File: config.mk
export PLATFORM = sky130hd
export DESIGN_NAME = imem_program_loader
export DESIGN_NICKNAME = d
export VERILOG_FILES = /design/src/rtl/imem_program_loader.sv
export SDC_FILE = /design/constraint.sdc
export NUM_CORES = 1
export LEC_CHECK = 0
export ABC_AREA = 1
export CAP_MARGIN = 30
export CORE_ASPECT_RATIO = 0.9
export CORE_MARGIN = 3
export CORE_UTILIZATION = 35
export DETAILED_ROUTE_END_ITERATION = 7
export HOLD_SLACK_MARGIN = 0.03
export REMOVE_ABC_BUFFERS = 1
export SLEW_MARGIN = 25
export SYNTH_ARGS = -nofsm -noshare
export SYNTH_HDL_FRONTEND = slang
export SYNTH_SLANG_ARGS = --single-unit
File: constraint.sdc
create_clock -name clk -period 5.2 [get_ports clk]
set_input_delay 0.52 -clock clk [delete_from_list [all_inputs] [get_ports clk]]
set_output_delay 0.52 -clock clk [all_outputs]
set_load 0.01 [all_outputs]
File: src/rtl/imem_program_loader.sv
// Instruction memory program loader: assembles a framed, checksummed
// big-endian byte stream into words and holds the CPU until it is loaded.
module imem_program_loader #(
    parameter int ADDR_W    = 16,
    parameter int DATA_W    = 32,
    parameter int MAX_WORDS = 256
) (
    input  logic              clk,
    input  logic              rst_n,
    input  logic              start,
    input  logic [7:0]        in_data,
    input  logic              in_valid,
    output logic              in_ready,
    output logic              imem_we,
    output logic [ADDR_W-1:0] imem_addr,
    output logic [DATA_W-1:0] imem_wdata,
    output logic              cpu_run,
    output logic              busy,
    output logic              done,
    output logic              error,
    output logic [ADDR_W-1:0] words_loaded
);

    localparam logic [2:0] S_IDLE   = 3'd0;
    localparam logic [2:0] S_LEN_HI = 3'd1;
    localparam logic [2:0] S_LEN_LO = 3'd2;
    localparam logic [2:0] S_DATA   = 3'd3;
    localparam logic [2:0] S_CHECK  = 3'd4;
    localparam logic [2:0] S_DONE   = 3'd5;
    localparam logic [2:0] S_ERROR  = 3'd6;

    logic [2:0]        state;
    logic [7:0]        len_hi;
    logic [ADDR_W-1:0] n_words;
    logic [1:0]        byte_cnt;
    logic [DATA_W-1:0] asm_word;
    logic [7:0]        chk;
    logic              accept;
    logic              can_start;
    logic [15:0]       len_val;
    logic [DATA_W-1:0] word_next;

    // Status outputs decode the state register only, never in_valid.
    assign busy      = (state == S_LEN_HI) || (state == S_LEN_LO) ||
                       (state == S_DATA)   || (state == S_CHECK);
    assign in_ready  = busy;
    assign done      = (state == S_DONE);
    assign cpu_run   = (state == S_DONE);
    assign error     = (state == S_ERROR);
    assign can_start = (state == S_IDLE) || (state == S_DONE) ||
                       (state == S_ERROR);

    assign accept    = in_valid && in_ready;
    assign len_val   = {len_hi, in_data};
    assign word_next = {asm_word[DATA_W-9:0], in_data};

    always_ff @(posedge clk or negedge rst_n) begin
        if (!rst_n) begin
            state        <= S_IDLE;
            len_hi       <= '0;
            n_words      <= '0;
            byte_cnt     <= '0;
            asm_word     <= '0;
            chk          <= '0;
            imem_we      <= 1'b0;
            imem_addr    <= '0;
            imem_wdata   <= '0;
            words_loaded <= '0;
        end else begin
            imem_we <= 1'b0;
            if (accept) begin
                chk <= chk ^ in_data;
            end
            unique case (state)
                S_IDLE, S_DONE, S_ERROR: begin
                    if (start) begin
                        state        <= S_LEN_HI;
                        words_loaded <= '0;
                        chk          <= '0;
                        byte_cnt     <= '0;
                    end
                end
                S_LEN_HI: begin
                    if (accept) begin
                        len_hi <= in_data;
                        state  <= S_LEN_LO;
                    end
                end
                S_LEN_LO: begin
                    if (accept) begin
                        n_words <= ADDR_W'(len_val);
                        if (len_val == 16'd0 || 32'(len_val) > MAX_WORDS) begin
                            state <= S_ERROR;
                        end else begin
                            state <= S_DATA;
                        end
                    end
                end
                S_DATA: begin
                    if (accept) begin
                        asm_word <= word_next;
                        byte_cnt <= byte_cnt + 2'd1;
                        if (byte_cnt == 2'd3) begin
                            imem_we      <= 1'b1;
                            imem_addr    <= words_loaded;
                            imem_wdata   <= word_next;
                            words_loaded <= words_loaded + 1'b1;
                            if (words_loaded + 1'b1 == n_words) begin
                                state <= S_CHECK;
                            end
                        end
                    end
                end
                S_CHECK: begin
                    if (accept) begin
                        state <= (in_data == chk) ? S_DONE : S_ERROR;
                    end
                end
                default: state <= S_IDLE;
            endcase
        end
    end

endmodule
==> run metrics, run 1 <==
Final Setup Violations 0; Final ANT Viol Nets 0; clock power share 0.333; root buffer cell clkbuf_16; design area approximately 7300 µm²; Via-to-Cell Ratio between 4 and 5; Yosys warnings 0; full die area about 18,000 µm²; Netlist cell types 38; crit-path cells inv_2 > nor2_2 > inv_2 > nor2_1 > inv_1 > nand2_1 > inv_1 > nand2_1 > clkdlybuf4s50_1; critical path's largest stage delay 0.55 ns; initial antenna violation count 0; Num CTS Buffers 17; Internal 2.24 mW; placed instance area 6730 µm²; Simple-Gate Fraction of Synth Area 0.206; total power around 3.4 mW; global-route wire length before repair around 23 mm; total of max-cap violations 0; total grt overflow 0; via count about 4.6k; Avg Inst Size Synth just under 9 µm²; Hold Buf Count CTS 0; clk_lat worst skew 0.42 ns; largest cells by area after synthesis dfrtp_1 (55%), nand2_1 (11%), o21ai_0 (8.9%), inv_1 (4.2%), nand3_1 (2.2%); Crit path required time around 4.7 ns; Combinational Power Share 0.261; IO Pins about 80; CP arrival around 2.2 ns; width of the chip 141 µm; Tcrit/Tclk final 0.513; layout cells sized above 1 0.108; H-Tree Depth 4; area of the core 15,700 µm²; crit-path max FO 3; clock sinks approximately 130; CP max stage cell clkdlybuf4s50_1; cells after synthesis between 600 and 700; largest net degree at the start of global routing between 50 and 60; WP depth 9; adder-cell share of the synthesized area 0.00436; Period minus WS final approximately 2.7 ns; Post-Layout Cell Count 940; post-detail-place hpwl 9.64 mm; CTS tree done; Initial Util 0.365; Initial DRC Count 376; Fin Clk Skew between 0.008 and 0.009 ns; number of I/O port buffers 81; drt first pass iters 5; final hold violations 0; main combinational cell family by area after synthesis simple AND/OR/NAND/NOR gates; fill count 1,489; sequential share of the synthesized area 0.550; CTS-repair resized insts 0; top cell family by delay on the critical path buffers and inverters; status complete, no violations; vias in the first global route 4,475; Worst setup EP type output pin; FFs w/ async S/R, synth 1.00; CP bufs+invs 5; Bufs on Longest Clock Path 2; overall routing resource usage 0.158; Max Slew Vio Count 0; most common cell after layout, fill and taps aside nand2_1; Post-synth EDFFs 0; Hold Path Class input port to async pin; switching power roughly 1.1 mW; WL/cell between 10 and 15 µm; n_diodes 0; RSZ-0062 raised after global routing no; Reg2Reg Depth 11; Cell Area, Synth about 5700 µm²; Peak VDD IR 0.000298 V; complex-gate fraction of the synthesized area 0.137; mux cell area share after synthesis 0.00960; setup TNS 0 ns; Total Wirelength ~14 mm; post-synth top area share 0.550; CTS clock-pin slew for the worst setup and hold paths approximately 0.06 ns; Main synth FF type dfrtp_1; Synth area leader dfrtp_1; Final GP Congestion roughly 0.84; Slew HR 0.435; power share of the sequential group 0.406; max frequency between 300 and 400 MHz; Least-Margin Pin Slew around 0.85 ns; dpl ws 2.29 ns; Power Density approximately 460 nW/µm²; Net count, final roughly 740; switch share 0.337; die height around 130 µm; #FFs+latches synth ~130; final worst setup slack roughly 2.5 ns; row cnt between 40 and 50; setup bufs post-CTS 0; launching element type of the critical path flop; Residual DRC 0; WS Path Type flop to output pin; Post-Synth XOR/XNOR Area 0.0238; most frequent cells in the layout nand2_1 (171), dfrtp_1 (126), o21ai_0 (102); Syn-to-layout area delta 27.3%; placed cells around 910; Leak Pwr 3.25 nW
-- sequential cells by signal, indices dropped and copies added (netlist names) --
register / cells
imem_wdata: 32
asm_word: 24
imem_addr: 16
n_words: 16
words_loaded: 16
chk: 8
len_hi: 8
state: 3
byte_cnt: 2
imem_we: 1
-- layer usage --
metal | vias to the layer above | GRT usage | part of all wire
met4 | 0 | 0.0655 | 0.016
met1 | 2211 | 0.218 | 0.48
met2 | 117 | 0.242 | 0.46
met3 | 16 | 0.0359 | 0.045
li1 | 2268 | - | -
met5 | - | 0 | 0
-- cells by family (layout without fill, tap and decap cells) --
| group | count (synthesis) | count (layout) |
|---|---|---|
| AND/OR/NAND/NOR | 268 | 268 |
| AO/OA/AOI/OAI | 134 | 134 |
| flip-flops | 126 | 126 |
| buffers and inverters | 95 | 189 |
| XOR/XNOR | 14 | 14 |
| multiplexers | 5 | 5 |
| adder cells (fa/ha/maj) | 2 | 2 |
-- Yosys cell counts, types with 2 or more instances --
library cell	instances
nor2_2	5
buf_6	2
ha_1	2
o21ai_0	102
xor2_1	3
mux2_2	4
o21ai_2	2
nor2_1	28
nor2_4	4
inv_2	6
inv_1	64
clkbuf_1	10
xnor2_1	10
buf_2	8
nor3_1	2
a21oi_1	12
nand2_1	172
nand3_1	25
dfrtp_1	126
buf_4	3
a21oi_4	2
o211ai_1	2
o22ai_2	10
nand3b_1	9
nand2_2	6
nand4_1	13
-- layout make-up --
class	count	area [µm²]	share of cell area
Clock inverter	13	115	0.0158
Inverter	72	273	0.0374
Sequential cell	126	3150	0.432
Timing Repair Buffer	85	858	0.118
Clock buffer	19	453	0.0621
Tap cell	202	253	0.0346
Multi-Input combinational cell	423	2190	0.301
-- worst paths after layout --
check	slack, ns	end	startpoint
hold / removal	0.04	asm_word[16]$_DFFE_PN0P_	rst_n
hold reg to reg	0.48	imem_addr[3]$_DFFE_PN0P_	imem_addr[3]$_DFFE_PN0P_
setup reg to reg	2.63	imem_wdata[19]$_DFFE_PN0P_	state[1]$_DFFE_PN0P_
max in group asynchronous	3.91	n_words[5]$_DFFE_PN0P_	rst_n
min in group clk	0.48	imem_addr[3]$_DFFE_PN0P_	imem_addr[3]$_DFFE_PN0P_
setup / recovery	2.53	busy	state[1]$_DFFE_PN0P_
-- power groups by stage --
stage               Clock, mW  Combinational [mW]  Sequential [mW]
finish                   1.13               0.880             1.37
global route             1.20                1.00             1.40
floorplan                   0               0.622             1.34
CTS                      1.15               0.883             1.37
detailed placement          0               0.873             1.38
global placement            0               0.847             1.37
-- metrics by stage --
step,util,hold WS (ns)
after global placement,0.427,0.465
after detailed placement,0.428,0.465
after CTS,0.465,0.0327
final,0.465,0.0395
after global routing,0.465,0.0585
after floorplan,-,0.224
-- worst reg2reg max path, stage by stage (launching register included) --
cell and delay (ns):
dfrtp_1 0.44, inv_2 0.08, nor2_2 0.11, inv_2 0.07, nor2_4 0.12, inv_2 0.09
nor2_2 0.08, buf_4 0.37, nand2_4 0.40, buf_4 0.45, nand2_1 0.14, o21ai_0 0.08
No activity file was read; power rests on OpenSTA's default activity.
==> run 2: changes to the inputs <==
==> constraint.sdc (replaced) <==
create_clock -name clk -period 2.2 [get_ports clk]
set_input_delay 0.22 -clock clk [delete_from_list [all_inputs] [get_ports clk]]
set_output_delay 0.22 -clock clk [all_outputs]
set_load 0.01 [all_outputs]
==> run 2 against run 1 <==
Compared with the run above: sequential cell count did not move; clock power grew 130%; total power grew 140%; sequential power is 140% higher; cell area grew 2.1%; critical endpoint unchanged; largest cell class unchanged; largest power group unchanged.
==> run metrics, run 2 (synthesis gave the netlist of run 1 again) <==
CTS clock-pin slew for the worst setup and hold paths roughly 0.050 ns; final hold violations 0; fill count approximately 1.5k; r2r setup slk around 0.20 ns; clock sinks 126; crit path from state[2]$_DFFE_PN0P_; clk_lat worst skew just over 0.4 ns; Hold Path Class input port to async pin; total grt overflow 0; crit-path max FO 5; WS Path Type flop to output pin; CTS tree done; Net count, final between 700 and 800; WL/cell 14.7 µm; IO Pins 82; most common cell after layout, fill and taps aside nand2_1; initial antenna violation count 0; vias in the first global route roughly 4.4k; Final GP Congestion 0.865; largest registers imem_wdata: 32 flops, asm_word: 24 flops; area of the core about 16,000 µm²; Least-Margin Pin Slew between 0.5 and 0.6 ns; Slew HR 0.632; Initial DRC Count 349; number of I/O port buffers between 80 and 90; H-Tree Depth 4; status complete, no violations; Period minus WS final between 2 and 2.5 ns; placed cells 916; Worst setup EP type output pin; die height around 130 µm; FF-to-FF Start words_loaded[0]$_DFFE_PN0P_; largest net degree at the start of global routing 67; Power Density between 1000 and 1500 nW/µm²; total power between 7 and 8 mW; Post-Layout Cell Count around 950; Via-to-Cell Ratio around 4.9; Syn-to-layout area delta 29.9%; global-route wire length before repair ~23 mm; Final ANT Viol Nets 0; Max Slew Vio Count 0; row cnt 43; launching element type of the critical path flop; CP arrival approximately 1.8 ns; Total Wirelength 14.0 mm; Final Setup Violations 0; layout cells sized above 1 0.135; most frequent cells in the layout nand2_1 (169), dfrtp_1 (122), o21ai_0 (102); total of max-cap violations 0; Crit path required time between 1.5 and 2 ns; Initial Util 0.365; width of the chip 141 µm; Reg2Reg Depth 15; Residual DRC 0; via count 4,624; Peak VDD IR roughly 0.00066 V; max frequency 493 MHz; Bufs on Longest Clock Path 2; Tcrit/Tclk final 0.922; root buffer cell clkbuf_16; Leak Pwr between 3 and 4 nW; reg2reg end state[2]$_DFFE_PN0P_; post-detail-place hpwl roughly 10 mm; Fin Clk Skew around 0.008 ns; drt first pass iters 6; n_diodes 0; Num CTS Buffers 17; Largest register FFs 32; Reg with most FFs imem_wdata; overall routing resource usage 0.160; full die area ~18,000 µm²
-- run 2: repair_timing --
action,4_1_cts,5_1_grt
resized for setup,2,15
hold buffers,1,0
hold endpoints to repair,126,0
pin swaps,0,2
setup buffers,1,2
setup endpoints to repair,2,3
-- run 2: area by class of cell --
class	instances	area [µm²]	share of cell area
well taps	202	253	0.0339
repair buffers	97	966	0.130
flip-flops and latches	126	3160	0.424
clock inverters	10	88.8	0.0119
multi-input cells	423	2240	0.301
inverters	72	273	0.0366
clock buffers	22	474	0.0636
-- run 2: power breakdown --
group	switching, mW	internal, mW	total, mW
Combinational	1.27	0.878	2.15
Sequential	0.357	2.87	3.23
Clock	0.987	1.63	2.62
Total	2.62	5.38	8.00
-- run 2: stage by stage --
stage	TNS (ns)	hold slack [ns]	area, µm²	setup slack, ns	util
2_1_floorplan	-103.66	-0.0756	5610	-1.68	-
3_3_place_gp	0	0.0403	6810	0.103	0.433
6_report	0	0.155	7450	0.171	0.474
5_1_grt	-0.0327	0.163	7450	-0.0253	0.474
3_5_place_dp	0	0.0428	6810	0.0539	0.433
4_1_cts	0	0.137	7390	0.0200	0.470
-- run 2: worst max-delay path by stage --
stage | to | slack [ns] | cells past startpoint
after floorplan | words_loaded[11]$_DFFE_PN0P_ | -1.68 | 10
after global placement | state[1]$_DFFE_PN0P_ | 0.10 | 12
after detailed placement | state[0]$_DFFE_PN0P_ | 0.05 | 12
after CTS | state[0]$_DFFE_PN0P_ | 0.02 | 12
after global routing | state[1]$_DFFE_PN0P_ | -0.03 | 15
final | busy | 0.17 | 8
-- run 2: critical path: stages, from the launching register on --
cell and delay [ns]:
dfrtp_1 0.43, nor2_2 0.16, inv_2 0.07, nor2_1 0.13, inv_1 0.07, nand2_1 0.08
inv_1 0.07, nand2_1 0.10, dlygate4sd2_1 0.28
-- run 2: routing by layer --
metal | share of wire | wire length (µm) | track usage | vias up
met5 | 0 | 0 | 0 | -
met4 | 0.0097 | 136 | 0.0553 | 0
met3 | 0.035 | 490 | 0.0352 | 12
met2 | 0.47 | 6620 | 0.248 | 104
met1 | 0.48 | 6720 | 0.223 | 2220
li1 | - | - | - | 2288
